[src/rtl/irq_pkg.sv]
// Shared types and constants for the external interrupt requester.
package irq_pkg;

  localparam int N_SRC_DEFAULT = 4;

  // ExcCode the decoder reports for an external interrupt.
  localparam logic [3:0] EXT_IRQ_ESTATUS = 4'b0001;

  typedef enum logic [1:0] {
    IDLE    = 2'd0,
    REQ     = 2'd1,
    SERVICE = 2'd2
  } irq_state_t;

endpackage

[src/rtl/irq_prio_enc.sv]
// Lowest-index-wins priority encoder; valid is high when any request is set.
module irq_prio_enc
  import irq_pkg::*;
#(
  parameter int N_SRC = N_SRC_DEFAULT,
  parameter int ID_W  = $clog2(N_SRC)
) (
  input  logic [N_SRC-1:0] req,
  output logic [ID_W-1:0]  id,
  output logic             valid
);

  // Scan from the top down so the lowest set index is the last assignment.
  always_comb begin
    id    = '0;
    valid = |req;
    for (int i = N_SRC - 1; i >= 0; i--) begin
      if (req[i]) id = ID_W'(i);
    end
  end

endmodule

[src/rtl/irq_controller.sv]
// External interrupt requester for the core's ExtIRQ / ExtlAck handshake.
// Rising edges on irq_src become pending bits; the lowest unmasked pending
// source is requested and held until acknowledged, then further requests
// are blocked until the handler retires with ERET.
// Build option: IRQ_SYNC_EN adds a 2-flop synchronizer on each irq_src bit.
//
// state   | meaning
// IDLE    | no request outstanding, waiting for an unmasked pending source
// REQ     | ExtIRQ raised, irq_id frozen, waiting for ExtlAck
// SERVICE | handler running, irq_id held, waiting for ERet
module irq_controller
  import irq_pkg::*;
#(
  parameter int N_SRC = N_SRC_DEFAULT,
  parameter int ID_W  = $clog2(N_SRC)
) (
  input  logic             clk,
  input  logic             reset,
  input  logic [N_SRC-1:0] irq_src,
  input  logic [N_SRC-1:0] irq_mask,
  input  logic             ExtlAck,
  input  logic             ERet,
  output logic             ExtIRQ,
  output logic [ID_W-1:0]  irq_id,
  output logic [N_SRC-1:0] irq_pending,
  output logic [N_SRC-1:0] irq_overrun,
  output logic             busy
);

  irq_state_t       state;
  logic [N_SRC-1:0] src_in;
  logic [N_SRC-1:0] src_q;
  logic [N_SRC-1:0] rise;
  logic [N_SRC-1:0] cand;
  logic [N_SRC-1:0] clr;
  logic [ID_W-1:0]  win_id;
  logic             win_valid;

`ifdef IRQ_SYNC_EN
  logic [N_SRC-1:0] sync_1;
  logic [N_SRC-1:0] sync_2;

  // Two-stage synchronizer for asynchronous interrupt lines.
  always_ff @(posedge clk or negedge reset) begin
    if (!reset) begin
      sync_1 <= '0;
      sync_2 <= '0;
    end else begin
      sync_1 <= irq_src;
      sync_2 <= sync_1;
    end
  end

  assign src_in = sync_2;
`else
  assign src_in = irq_src;
`endif

  // Edge-history register for rising-edge detection.
  always_ff @(posedge clk or negedge reset) begin
    if (!reset) src_q <= '0;
    else        src_q <= src_in;
  end

  assign rise = src_in & ~src_q;
  assign cand = irq_pending & ~irq_mask;

  irq_prio_enc #(
    .N_SRC (N_SRC),
    .ID_W  (ID_W)
  ) u_prio_enc (
    .req   (cand),
    .id    (win_id),
    .valid (win_valid)
  );

  // One-hot clear of the acknowledged source.
  always_comb begin
    clr = '0;
    for (int i = 0; i < N_SRC; i++) begin
      clr[i] = (state == REQ) && ExtlAck && (irq_id == ID_W'(i));
    end
  end

  // Pending and overrun bits; a new edge beats a same-cycle clear.
  always_ff @(posedge clk or negedge reset) begin
    if (!reset) begin
      irq_pending <= '0;
      irq_overrun <= '0;
    end else begin
      irq_pending <= (irq_pending & ~clr) | rise;
      irq_overrun <= (irq_overrun & ~clr) | (rise & irq_pending & ~clr);
    end
  end

  // Request / service sequencing; irq_id is only loaded when leaving IDLE.
  always_ff @(posedge clk or negedge reset) begin
    if (!reset) begin
      state  <= IDLE;
      irq_id <= '0;
    end else begin
      case (state)
        IDLE: begin
          if (win_valid) begin
            irq_id <= win_id;
            state  <= REQ;
          end
        end
        REQ: begin
          if (ExtlAck) state <= SERVICE;
        end
        SERVICE: begin
          if (ERet) state <= IDLE;
        end
        default: state <= IDLE;
      endcase
    end
  end

  assign ExtIRQ = (state == REQ);
  assign busy   = (state != IDLE);

endmodule

[config.mk]
export PLATFORM = sky130hd
export DESIGN_NAME = irq_controller
export DESIGN_NICKNAME = d
export VERILOG_FILES = /design/src/rtl/irq_pkg.sv /design/src/rtl/irq_prio_enc.sv /design/src/rtl/irq_controller.sv
export SDC_FILE = /design/constraint.sdc
export NUM_CORES = 1
export LEC_CHECK = 0
export BUFFER_PORTS_ARGS = -buffer_cell sky130_fd_sc_hd__clkbuf_2
export CORE_MARGIN = 10
export CORE_UTILIZATION = 45
export DETAILED_ROUTE_END_ITERATION = 10
export PLACE_DENSITY = 0.75
export SLEW_MARGIN = 20
export SYNTH_ARGS = -nofsm -noshare
export SYNTH_HDL_FRONTEND = slang
export SYNTH_HIERARCHICAL = 1
export SYNTH_SLANG_ARGS = --single-unit
export TNS_END_PERCENT = 5
[constraint.sdc]
create_clock -name clk -period 1.85 [get_ports clk]
set_clock_uncertainty 0.05 [all_clocks]
set_input_delay 0.0925 -clock clk [delete_from_list [all_inputs] [get_ports clk]]
set_output_delay 0.0925 -clock clk [all_outputs]
set_load 0.03 [all_outputs]
==> Flow_metrics.wiki, run 1 <==
{| class="wikitable"
! Metric !! Value
|-
| Run status || finished, final reports clean
|-
| Setup crit end kind || register
|-
| Layer carrying the most global-route usage || met2
|-
| Number of antenna repair diodes || 0
|-
| Clock latency at the later pin of the worst-skew pair || 0.28 ns
|-
| Type of the setup path with the least slack || register to register
|-
| Last weighted congestion value of the routability-driven placer || 0.6627
|-
| Cell accounting for the most synthesized area || sky130_fd_sc_hd__dfrtp_1
|-
| Cell area after synthesis || 706.9 um2
|-
| Final cell count without fillers || 109
|-
| Total Die Area || 3556 um2
|-
| Remaining max-slew budget at the tightest pin || 73.70%
|-
| Number of remaining DRC errors || 0
|-
| Largest family of logic cells by synthesized area || simple AND/OR/NAND/NOR gates
|-
| Post-layout minimum cycle time || 1.482 ns
|-
| Effective utilization at floorplan || 47.48%
|-
| Count of final hold-check violations || 0
|-
| WHS || 0.1083 ns
|-
| Clock transition at path regs || 0.09 ns
|-
| Clock buffers created by TritonCTS || 3
|-
| Slowest stage delay, CP || 0.38 ns
|-
| Maximum number of pins on one net before global-route repair || 17
|-
| Final-report max-slew violation count || 0
|-
| Peak fanout along the critical path || 3
|-
| Std-Cell Rows || 14
|-
| TNS Setup || 0 ns
|-
| CP Launch Type || register
|-
| Global-route met1 utilization || 11.22%
|-
| Number of instances in the synthesized netlist || 61
|-
| Fraction of synthesized cell area taken by the top area cell type || 56.64%
|-
| Root buffer cell || sky130_fd_sc_hd__clkbuf_4
|-
| Highest-count cells in the layout ignoring fill and taps || sky130_fd_sc_hd__clkbuf_2 (23), sky130_fd_sc_hd__dfrtp_1 (16), sky130_fd_sc_hd__nor2_1 (8)
|-
| Met3 Usage GRT || 3.863%
|-
| Most frequent standard cell in the layout excluding fill and tap cells || sky130_fd_sc_hd__clkbuf_2
|-
| Worst-case vdd ir drop || 0.8668 mV
|-
| Global-route wire length before repair || 2.539 mm
|-
| Net Count, Synth || 73
|-
| Via total after detailed routing || 542
|-
| Wire length reported by the detailed router || 1.475 mm
|-
| Count of buffers inserted at the top-level ports || 23
|-
| Slew at the pin with the worst max-slew slack || 0.3945 ns
|-
| Syn avg cell area || 11.59 um2
|-
| Total power || 1.454 mW
|-
| Type of the tightest min-delay check || input pin to register
|-
| Pwr per Cell Area || 1573 nW/um2
|-
| Die height || 59.64 um
|-
| Number of max-cap violations || 0
|-
| Unrepaired setup endpoints after global routing || false
|-
| Via density per instance || 4.972
|-
| Proportion of layout cells with a drive suffix above 1 || 39.78%
|-
| Final number of setup-violating endpoints || 0
|-
| Synth Warn # || 6
|-
| Total global routing overflow || 0
|-
| Relative area change from synthesis to final layout || 30.80%
|-
| Detailed Routing Iterations Pass 1 || 4
|-
| Antenna violations before repair || 0
|-
| Chain of cells forming the critical path || inv_1 > nor2_1 > nor2_1 > nand2_1 > inv_1 > nor2_4 > mux2_4
|-
| Max Clk Rate || 674.8 MHz
|-
| Post-CTS repair timing setup buffer count || 0
|-
| Final net count || 107
|-
| Post-DRT Antenna Nets || 0
|-
| Synthesized-area fraction occupied by adder cells || 0%
|-
| GRT Total Usage || 9.197%
|-
| Post-synthesis share of cell area spent on xor and xnor gates || 0%
|-
| Placed cell count || 100
|-
| Count of boundary I/O pins || 24
|-
| Number of hold buffers added after CTS || 6
|-
| Ranking of synthesized cells by area || sky130_fd_sc_hd__dfrtp_1 (57%), sky130_fd_sc_hd__mux2_4 (4.2%), sky130_fd_sc_hd__nor2_1 (4.2%), sky130_fd_sc_hd__o2bb2ai_2 (4.2%), sky130_fd_sc_hd__nor2b_1 (3.5%)
|-
| M2 GR Usage || 13.37%
|-
| Complex-gate fraction of the synthesized area || 14.69%
|-
| Post-DR wirelength/cell || 13.53 um
|-
| Leak pwr || 0.4533 nW
|-
| Number of distinct library cells after synthesis || 22
|-
| DR iter-0 viols || 7
|-
| Data required time of the worst path || 1.97 ns
|-
| Via count of the first global-routing pass || 575
|-
| Flip-flop and latch count after synthesis || 16
|-
| Simple-gate share of the synthesized area || 21.24%
|-
| TritonCTS clock tree || done
|-
| Detail Placement HPWL || 1.166 mm
|-
| Post_cts resized || 0
|-
| Htree depth || 1
|-
| Share of the clock period used by the worst path || 80.10%
|-
| Core area || 1489 um2
|-
| CTS sink count || 16
|-
| Post-synthesis sequential area ratio || 56.64%
|-
| Max clock buf depth || 2
|-
| CP Data Arrival Time || 1.60 ns
|-
| Die Width || 59.64 um
|-
| Mux contribution to synthesized area || 4.248%
|-
| Worst path slowest cell || sky130_fd_sc_hd__dfrtp_1
|}
## where the power goes
part	leakage [nW]	internal (mW)	total [mW]	switching, mW
clock network	0.0138	0.0754	0.178	0.102
logic	0.265	0.276	0.703	0.427
registers	0.174	0.462	0.573	0.111
## per-layer routing
layer	vias up	wire (um)
li1	274	-
met1	251	670
met2	15	673
met3	2	121
met4	0	10
met5	-	0
## flip-flops by register name, indices dropped and copies added, names as in the netlist
signal	cells
state	2
irq_overrun	4
irq_pending	4
src_q	4
irq_id	2
## final timing paths
| path | from | endpoint | slack (ns) | depth (start not counted) |
|---|---|---|---|---|
| worst max-delay path | irq_pending[0]$_DFF_PN0_ | irq_id[0]$_DFFE_PN0P_ | 0.37 | 7 |
| worst min-delay path | ERet | state[1]$_DFFE_PN0P_ | 0.11 | 3 |
| worst max register to register | irq_pending[0]$_DFF_PN0_ | irq_id[0]$_DFFE_PN0P_ | 0.37 | 7 |
| worst min register to register | irq_overrun[1]$_DFF_PN0_ | irq_overrun[1]$_DFF_PN0_ | 0.46 | 2 |
| max in group asynchronous | reset | src_q[0]$_DFF_PN0_ | 1.26 | 2 |
| min in group asynchronous | reset | irq_id[1]$_DFFE_PN0P_ | 0.21 | 2 |
## cell type report
| cell class | count | area [um2] |
|---|---|---|
| Inverter | 6 | 22.52 |
| Fill cell | 120 | 564.3 |
| Clock buffer | 3 | 22.52 |
| Multi-Input combinational cell | 39 | 284.0 |
| Sequential cell | 16 | 400.4 |
| Tap cell | 16 | 20.02 |
| Timing Repair Buffer | 29 | 175.2 |
## kinds of logic after synthesis
logic type | count (synthesis)
DFF | 16
AOI/OAI and AO/OA | 13
and+or+nand+nor | 24
muxes | 2
buffers and inverters | 6
## through the flow
step	area, um2	utilization, %	setup slack, ns
detailed placement	842.1	56.55	0.3818
floorplan	706.9	-	0.2512
finish	924.6	62.10	0.3681
global placement	842.1	56.55	0.4456
CTS	924.6	62.10	0.3676
global route	924.6	62.10	0.2736
## worst max-delay path, delay by kind of cell (launching register included)
family	cells	cell delay (ns)
and+or+nand+nor	4	0.50
muxes	1	0.30
buffers and inverters	2	0.13
DFF	1	0.38
## cells in the mapped netlist, drive strengths merged
| cell type | n |
|---|---|
| a21oi | 5 |
| nand2 | 3 |
| nand2b | 1 |
| a31oi | 2 |
| or2 | 1 |
| nor3 | 1 |
| a211oi | 1 |
| and2b | 2 |
| o2bb2ai | 2 |
| mux2 | 2 |
| nor2 | 9 |
| a21o | 2 |
| and4b | 1 |
| and4bb | 1 |
| dfrtp | 16 |
| a22o | 1 |
| inv | 6 |
| nor2b | 5 |
Power figures use the tool's default switching activity.
==> inputs of run 2 (changes only) <==
--- a/config.mk
+++ b/config.mk
@@ -7,9 +7,9 @@
 export LEC_CHECK = 0
 export BUFFER_PORTS_ARGS = -buffer_cell sky130_fd_sc_hd__clkbuf_2
 export CORE_MARGIN = 10
-export CORE_UTILIZATION = 45
+export CORE_UTILIZATION = 42
 export DETAILED_ROUTE_END_ITERATION = 10
-export PLACE_DENSITY = 0.75
+export PLACE_DENSITY = 0.73
 export SLEW_MARGIN = 20
 export SYNTH_ARGS = -nofsm -noshare
 export SYNTH_HDL_FRONTEND = slang
==> constraint.sdc (replaced) <==
create_clock -name clk -period 1.3 [get_ports clk]
set_clock_uncertainty 0.05 [all_clocks]
set_input_delay 0.065 -clock clk [delete_from_list [all_inputs] [get_ports clk]]
set_output_delay 0.065 -clock clk [all_outputs]
set_load 0.03 [all_outputs]
==> run 2 against run 1 <==
  * Worst setup slack got worse by 0.36 ns
  * Worst hold slack got worse by 0.058 ns
  * Final area up 14%
  * Fmax increased by 15%
  * First-iteration DRC count decreased by 14%
==> Flow_metrics.wiki, run 2 (same netlist as run 1, synthesis figures left out) <==
{| class="wikitable"
! Metric !! Value
|-
| Run status || finished, final reports clean
|-
| Antenna violations before repair || 0 (unchanged)
|-
| Number of cells on the worst reg-to-reg path || 7 (unchanged)
|-
| Via total after detailed routing || 586 (+8.1%)
|-
| GRT Total Usage || 10.17% (+0.97 points)
|-
| Global-route wire length before repair || 2.849 mm (+12%)
|-
| CTS sink count || 16 (unchanged)
|-
| Clock latency at the later pin of the worst-skew pair || 0.28 ns (about the same)
|-
| Unrepaired setup endpoints after global routing || true
|-
| TNS Setup || 0 ns (unchanged)
|-
| Util after Layout || 68.10% (+6.0 points)
|-
| Post-DR wirelength/cell || 14.43 um (+6.6%)
|-
| Maximum number of pins on one net before global-route repair || 17 (unchanged)
|-
| Clock transition at path regs || 0.09 ns (about the same)
|-
| Highest-count cells in the layout ignoring fill and taps || sky130_fd_sc_hd__clkbuf_2 (21), sky130_fd_sc_hd__dfrtp_1 (12), sky130_fd_sc_hd__buf_4 (8)
|-
| Total global routing overflow || 0 (unchanged)
|-
| CP Data Arrival Time || 1.41 ns (-0.19 ns)
|-
| Worst path slowest cell || sky130_fd_sc_hd__dfrtp_2
|-
| Max Clk Rate || 776.6 MHz (+15%)
|-
| Highest signal layer in the routed design || met4
|-
| Number of remaining DRC errors || 0 (unchanged)
|-
| Net Sw Power || 0.9957 mW (+55%)
|-
| Post-layout minimum cycle time || 1.288 ns (-0.1942 ns)
|-
| Die height || 61.03 um (+2.3%)
|-
| Htree depth || 1 (unchanged)
|-
| Type of the setup path with the least slack || register to register
|-
| Metal3 WL || 115 um (-5.0%)
|-
| Remaining max-slew budget at the tightest pin || 74.06% (+0.36 points)
|-
| Data required time of the worst path || 1.42 ns (-0.55 ns)
|-
| Clock network fraction of total power || 11.2% (-1.0 points)
|-
| Metal-1 WL || 671 um (+0.15%)
|-
| Final number of setup-violating endpoints || 0 (unchanged)
|-
| Wire length reported by the detailed router || 1.717 mm (+16%)
|-
| Combinational cell fraction of total power || 55.1% (+6.7 points)
|-
| Switching share of power || 42.02% (-2.1 points)
|-
| Last weighted congestion value of the routability-driven placer || 0.6824 (+3.0%)
|-
| Number of antenna repair diodes || 0 (unchanged)
|-
| Detailed Routing Iterations Pass 1 || 4 (unchanged)
|-
| Pwr per Cell Area || 2258 nW/um2 (+44%)
|-
| Final-report max-slew violation count || 0 (unchanged)
|-
| Startpoint of the worst hold path || ERet
|-
| Slew at the pin with the worst max-slew slack || 0.3892 ns (-0.005381 ns)
|-
| Root buffer cell || sky130_fd_sc_hd__clkbuf_4
|-
| Detail Placement HPWL || 1.285 mm (+10%)
|-
| Count of buffers inserted at the top-level ports || 23 (unchanged)
|-
| Count of boundary I/O pins || 24 (unchanged)
|-
| Type of the tightest min-delay check || input pin to register
|-
| Count of final hold-check violations || 0 (unchanged)
|-
| Via count of the first global-routing pass || 662 (+15%)
|-
| Number of cells traversed by the worst hold path || 3 (unchanged)
|-
| Max clock buf depth || 2 (unchanged)
|-
| Internal Pwr Total || 1.374 mW (+69%)
|-
| Final net count || 116 (+8.4%)
|-
| TritonCTS clock tree || done
|-
| Number of max-cap violations || 0 (unchanged)
|-
| Effective utilization at floorplan || 45.86% (-1.6 points)
|-
| Setup crit end kind || register
|-
| Finished layout cell area || 1050 um2 (+14%)
|-
| Peak fanout along the critical path || 2 (-1)
|-
| Std-Cell Rows || 14 (unchanged)
|-
| Total Die Area || 3724 um2 (+4.7%)
|-
| Worst-case vdd ir drop || 1.176 mV (+36%)
|-
| Post-DRT Antenna Nets || 0 (unchanged)
|-
| Relative area change from synthesis to final layout || 48.50%
|-
| Reg-to-Reg End || irq_id[1]$_DFFE_PN0P_
|-
| Total length of routed met2 wires || 901 um (+34%)
|-
| CP Launch Type || register
|-
| Clock buffers created by TritonCTS || 3 (unchanged)
|-
| Core area || 1541 um2 (+3.5%)
|-
| Proportion of layout cells with a drive suffix above 1 || 57.28% (+17 points)
|-
| Register-to-Register Setup Slack || 0.01 ns (-0.36 ns)
|-
| Die Width || 61.03 um (+2.3%)
|-
| Most frequent standard cell in the layout excluding fill and tap cells || sky130_fd_sc_hd__clkbuf_2
|-
| Leak pwr || 0.5122 nW (+13%)
|-
| WHS || 0.04990 ns (-0.05839 ns)
|-
| DR iter-0 viols || 6 (-1)
|-
| Chain of cells forming the critical path || inv_2 > nor2_4 > nor2_1 > nand2_1 > inv_2 > nor2_4 > mux2_4
|-
| Reg-to-Reg Start || irq_pending[0]$_DFF_PN0_
|-
| Biggest registers after layout || irq_overrun x4, irq_pending x4, src_q x4
|-
| Slowest stage delay, CP || 0.41 ns (+0.03 ns)
|-
| Hold EP || state[1]$_DFFE_PN0P_
|-
| Share of the clock period used by the worst path || 99.05% (+19 points)
|-
| Via density per instance || 4.924 (-0.97%)
|-
| Area of placed instances || 907.1 um2 (+7.7%)
|-
| Portion of total power attributed to sequential cells || 33.7% (-5.7 points)
|}
==> run 2: worst max-delay path by stage <==
stage | startpoint | end | slack [ns]
2_1_floorplan | irq_pending[3]$_DFF_PN0_ | irq_id[0]$_DFFE_PN0P_ | -0.07
3_3_place_gp | irq_pending[1]$_DFF_PN0_ | irq_id[0]$_DFFE_PN0P_ | 0.04
3_5_place_dp | irq_pending[1]$_DFF_PN0_ | irq_id[1]$_DFFE_PN0P_ | -0.01
4_1_cts | irq_pending[3]$_DFF_PN0_ | irq_id[1]$_DFFE_PN0P_ | -0.008
5_1_grt | irq_pending[3]$_DFF_PN0_ | irq_id[1]$_DFFE_PN0P_ | -0.03
6_report | irq_pending[0]$_DFF_PN0_ | irq_id[1]$_DFFE_PN0P_ | 0.01
==> run 2: layout make-up <==
cell class / count / area, um2
clock buffer: 4 / 26.28
fill: 119 / 491.7
inverter: 6 / 22.52
multi-input combinational: 39 / 319.1
sequential: 16 / 405.4
tap: 16 / 20.02
timing repair buffer: 38 / 256.5
==> run 2: metrics by stage <==
step | setup slack (ns) | std cells | total power, mW
finish | 0.01238 | 119 | 2.370
global route | -0.03313 | 119 | 2.530
CTS | -0.008315 | 117 | 2.342
detailed placement | -0.01352 | 105 | 1.973
global placement | 0.03969 | 105 | 1.937
floorplan | -0.06628 | 61 | 1.592
==> run 2: critical path: cells and delay by family, from the launching register on <==
kind	cells	cell delay, ns
muxes	1	0.28
buffers and inverters	2	0.16
DFF	1	0.41
and+or+nand+nor	4	0.28
==> run 2: layer usage <==
metal,vias to the layer above,track usage [%]
met1,276,9.747
met5,-,0
met4,0,5.643
met2,15,18.30
li1,291,-
met3,4,3.704
==> run 2: power by group through the flow <==
| stage | registers (mW) | clock network, mW | logic (mW) |
|---|---|---|---|
| 2_1_floorplan | 1.06 | 0 | 0.533 |
| 3_3_place_gp | 0.802 | 0 | 1.14 |
| 3_5_place_dp | 0.815 | 0 | 1.16 |
| 4_1_cts | 0.797 | 0.273 | 1.27 |
| 5_1_grt | 0.820 | 0.303 | 1.41 |
| 6_report | 0.799 | 0.265 | 1.31 |
==> run 2: timing repair <==
action | in CTS | in global routing
pin swaps | 0 | 4
hold buffers | 6 | 0
setup endpoints to repair | 3 | 6
resized for setup | 4 | 4
endpoints found under the hold margin | 23 | 0
setup buffers | 2 | 2
==> inputs of run 3 (changes only) <==
--- a/config.mk
+++ b/config.mk
@@ -9,7 +9,7 @@
 export CORE_MARGIN = 10
 export CORE_UTILIZATION = 42
 export DETAILED_ROUTE_END_ITERATION = 10
-export PLACE_DENSITY = 0.73
+export PLACE_DENSITY_LB_ADDON = 0.08
 export SLEW_MARGIN = 20
 export SYNTH_ARGS = -nofsm -noshare
 export SYNTH_HDL_FRONTEND = slang
==> run 3 against run 2 <==
  * The run now ends with negative setup slack left
  * Clock power is 5% lower
  * Register-to-register slack worse by 0.02 ns
  * Largest power group unchanged
  * Via count is 3.2% higher
  * Power is 3.3% higher
  * Combinational power is 7% higher
  * Worst setup slack worse by 0.016 ns
  * Final area is 3.2% higher
  * Critical endpoint is now irq_id[0]$_DFFE_PN0P_
  * Utilization is 2.2 points higher
==> Flow_metrics.wiki, run 3 (same netlist as run 1, synthesis figures left out) <==
{| class="wikitable"
! Metric !! Value
|-
| Antenna violations before repair || 0 (unchanged)
|-
| Root buffer cell || sky130_fd_sc_hd__clkbuf_4
|-
| Fill cell count || 129 (+8.4%)
|-
| Leak pwr || 0.5305 nW (+3.6%)
|-
| Total power || 2.449 mW (+3.3%)
|-
| Last weighted congestion value of the routability-driven placer || 0.6988 (+2.4%)
|-
| Global-route met1 utilization || 11.96% (+2.2 points)
|-
| Pre-CTS setup slack || -0.008245 ns (+0.005273 ns)
|-
| Met3 Usage GRT || 4.733% (+1.0 points)
|-
| Detailed Routing Iterations Pass 1 || 4 (unchanged)
|-
| Number of max-cap violations || 0 (unchanged)
|-
| Switching share of power || 41.57% (-0.44 points)
|-
| Data required time of the worst path || 1.42 ns (about the same)
|-
| DR iter-0 viols || 8 (+2)
|-
| Count of boundary I/O pins || 24 (unchanged)
|-
| Unrepaired setup endpoints after global routing || true
|-
| Layer carrying the most global-route usage || met2
|-
| Area of placed instances || 907.1 um2 (unchanged)
|-
| Clock buffers created by TritonCTS || 3 (unchanged)
|-
| Via density per instance || 4.959 (+0.70%)
|-
| Count of buffers inserted at the top-level ports || 23 (unchanged)
|-
| Peak fanout along the critical path || 2 (unchanged)
|-
| M2 GR Usage || 18.01% (-0.29 points)
|-
| Detail Placement HPWL || 1.298 mm (+0.97%)
|-
| Setup crit end kind || register
|-
| Post-DR wirelength/cell || 14.55 um (+0.84%)
|-
| Remaining max-slew budget at the tightest pin || 73.34% (-0.72 points)
|-
| Std-Cell Rows || 14 (unchanged)
|-
| Post-DRT Antenna Nets || 0 (unchanged)
|-
| Clock network fraction of total power || 10.2% (-1.0 points)
|-
| CTS sink count || 16 (unchanged)
|-
| Core area || 1541 um2 (unchanged)
|-
| Most frequent standard cell in the layout excluding fill and tap cells || sky130_fd_sc_hd__clkbuf_2
|-
| Via total after detailed routing || 605 (+3.2%)
|-
| Htree depth || 1 (unchanged)
|-
| Worst-case vdd ir drop || 1.614 mV (+37%)
|-
| Number of antenna repair diodes || 0 (unchanged)
|-
| Final WS setup || -0.003988 ns (-0.01637 ns)
|-
| Type of the tightest min-delay check || input pin to register
|-
| Die height || 61.03 um (unchanged)
|-
| Number of remaining DRC errors || 0 (unchanged)
|-
| Via count of the first global-routing pass || 672 (+1.5%)
|-
| GRT Total Usage || 10.55% (+0.39 points)
|-
| Max clock buf depth || 2 (unchanged)
|-
| Clock transition at path regs || 0.09 ns (about the same)
|-
| Post-layout minimum cycle time || 1.304 ns (+0.01637 ns)
|-
| Global-route wire length before repair || 3.042 mm (+6.8%)
|-
| Pwr per Cell Area || 2260 nW/um2 (+0.12%)
|-
| Highest-count cells in the layout ignoring fill and taps || sky130_fd_sc_hd__clkbuf_2 (22), sky130_fd_sc_hd__dfrtp_1 (12), sky130_fd_sc_hd__buf_4 (11)
|-
| Max Clk Rate || 766.9 MHz (-1.3%)
|-
| Effective utilization at floorplan || 45.86% (unchanged)
|-
| Net Sw Power || 1.018 mW (+2.3%)
|-
| CP Launch Type || register
|-
| Total Die Area || 3724 um2 (unchanged)
|-
| Type of the setup path with the least slack || register to register
|-
| Maximum number of pins on one net before global-route repair || 17 (unchanged)
|-
| Portion of total power attributed to sequential cells || 32.6% (-1.1 points)
|-
| Run status || finished, violations left
|-
| Final net count || 120 (+3.4%)
|-
| Proportion of layout cells with a drive suffix above 1 || 61.32% (+4.0 points)
|-
| Biggest registers after layout || irq_overrun x4, irq_pending x4, src_q x4
|-
| Wire length reported by the detailed router || 1.775 mm (+3.4%)
|-
| Count of final hold-check violations || 0 (unchanged)
|-
| Share of the clock period used by the worst path || 100.3% (+1.3 points)
|-
| Final number of setup-violating endpoints || 1 (+1)
|-
| Slew at the pin with the worst max-slew slack || 0.3999 ns (+0.01073 ns)
|-
| Relative area change from synthesis to final layout || 53.27%
|-
| Internal Pwr Total || 1.431 mW (+4.1%)
|-
| Total global routing overflow || 0 (unchanged)
|-
| Clock latency at the later pin of the worst-skew pair || 0.28 ns (about the same)
|-
| Finished layout cell area || 1084 um2 (+3.2%)
|-
| Final-report max-slew violation count || 0 (unchanged)
|-
| Die Width || 61.03 um (unchanged)
|-
| Combinational cell fraction of total power || 57.2% (+2.1 points)
|-
| Violations in the final reports || negative setup slack
|-
| CP Data Arrival Time || 1.42 ns (about the same)
|-
| TritonCTS clock tree || done
|}
run 3: changes by cell type in the layout (fill, tap and decap cells not counted):
cell and delta:
sky130_fd_sc_hd__and4b_2 +1, sky130_fd_sc_hd__nor2_1 -1, sky130_fd_sc_hd__clkbuf_2 +1, sky130_fd_sc_hd__buf_6 +1
sky130_fd_sc_hd__and4b_1 -1, sky130_fd_sc_hd__nor2_2 +1, sky130_fd_sc_hd__clkbuf_1 -1, sky130_fd_sc_hd__buf_4 +3
sky130_fd_sc_hd__buf_2 -1
run 3: worst max-delay path: stages, from the launching register on:
cell and delay [ns]:
sky130_fd_sc_hd__dfrtp_2 0.41, sky130_fd_sc_hd__nor2b_4 0.12, sky130_fd_sc_hd__nor2_2 0.14, sky130_fd_sc_hd__nand2_2 0.07, sky130_fd_sc_hd__inv_2 0.07, sky130_fd_sc_hd__nor2_4 0.04
sky130_fd_sc_hd__mux2_4 0.29
run 3: cell type report:
cell class,count,area (um2),area share (%)
clock buffers,3,22.52,2.079
inverters,6,22.52,2.079
multi-input cells,39,322.8,29.79
flip-flops and latches,16,405.4,37.41
well taps,16,20.02,1.848
repair buffers,42,290.3,26.79
run 3: power groups by stage:
stage | logic [mW] | clock network [mW] | registers (mW)
final | 1.40 | 0.251 | 0.798
after global routing | 1.51 | 0.275 | 0.822
after CTS | 1.32 | 0.261 | 0.801
after detailed placement | 1.17 | 0 | 0.807
after global placement | 1.15 | 0 | 0.802
after floorplan | 0.533 | 0 | 1.06
run 3: repair_timing:
item,4_1_cts,5_1_grt
resized for setup,5,5
setup endpoints to repair,3,4
hold endpoints to repair,23,0
hold buffers,6,0
pin swaps,2,2
setup buffers,4,4
cloned,0,0
run 3: path summary, 6_finish.rpt:
| kind | start | depth (start not counted) | slack [ns] | to |
|---|---|---|---|---|
| worst max register to register | irq_pending[2]$_DFF_PN0_ | 6 | -0.004 | irq_id[0]$_DFFE_PN0P_ |
| worst min register to register | irq_overrun[0]$_DFF_PN0_ | 2 | 0.47 | irq_overrun[0]$_DFF_PN0_ |
| min in group asynchronous | reset | 2 | 0.20 | src_q[1]$_DFF_PN0_ |
| worst max-delay path | irq_pending[2]$_DFF_PN0_ | 6 | -0.004 | irq_id[0]$_DFFE_PN0P_ |
| max in group asynchronous | reset | 2 | 0.70 | irq_pending[0]$_DFF_PN0_ |
| worst min-delay path | ERet | 3 | 0.05 | state[1]$_DFFE_PN0P_ |
run 3: metrics by stage:
step                        TNS, ns  util (%)  instances  hold slack, ns
final                     -0.003988     70.29        122         0.04578
after global placement            0     58.85        105        -0.04173
after floorplan             -0.1326         -         61         -0.2806
after CTS                 -0.003888     67.53        118         0.03954
after detailed placement  -0.008245     58.85        105        -0.03626
after global routing        -0.1574     70.29        122         0.04236
run 3: metal layers:
layer  routed length (um)  vias up
met5                    0        -
met4                   13        0
met3                  128        2
met2                  934       15
met1                  699      290
li1                     -      298
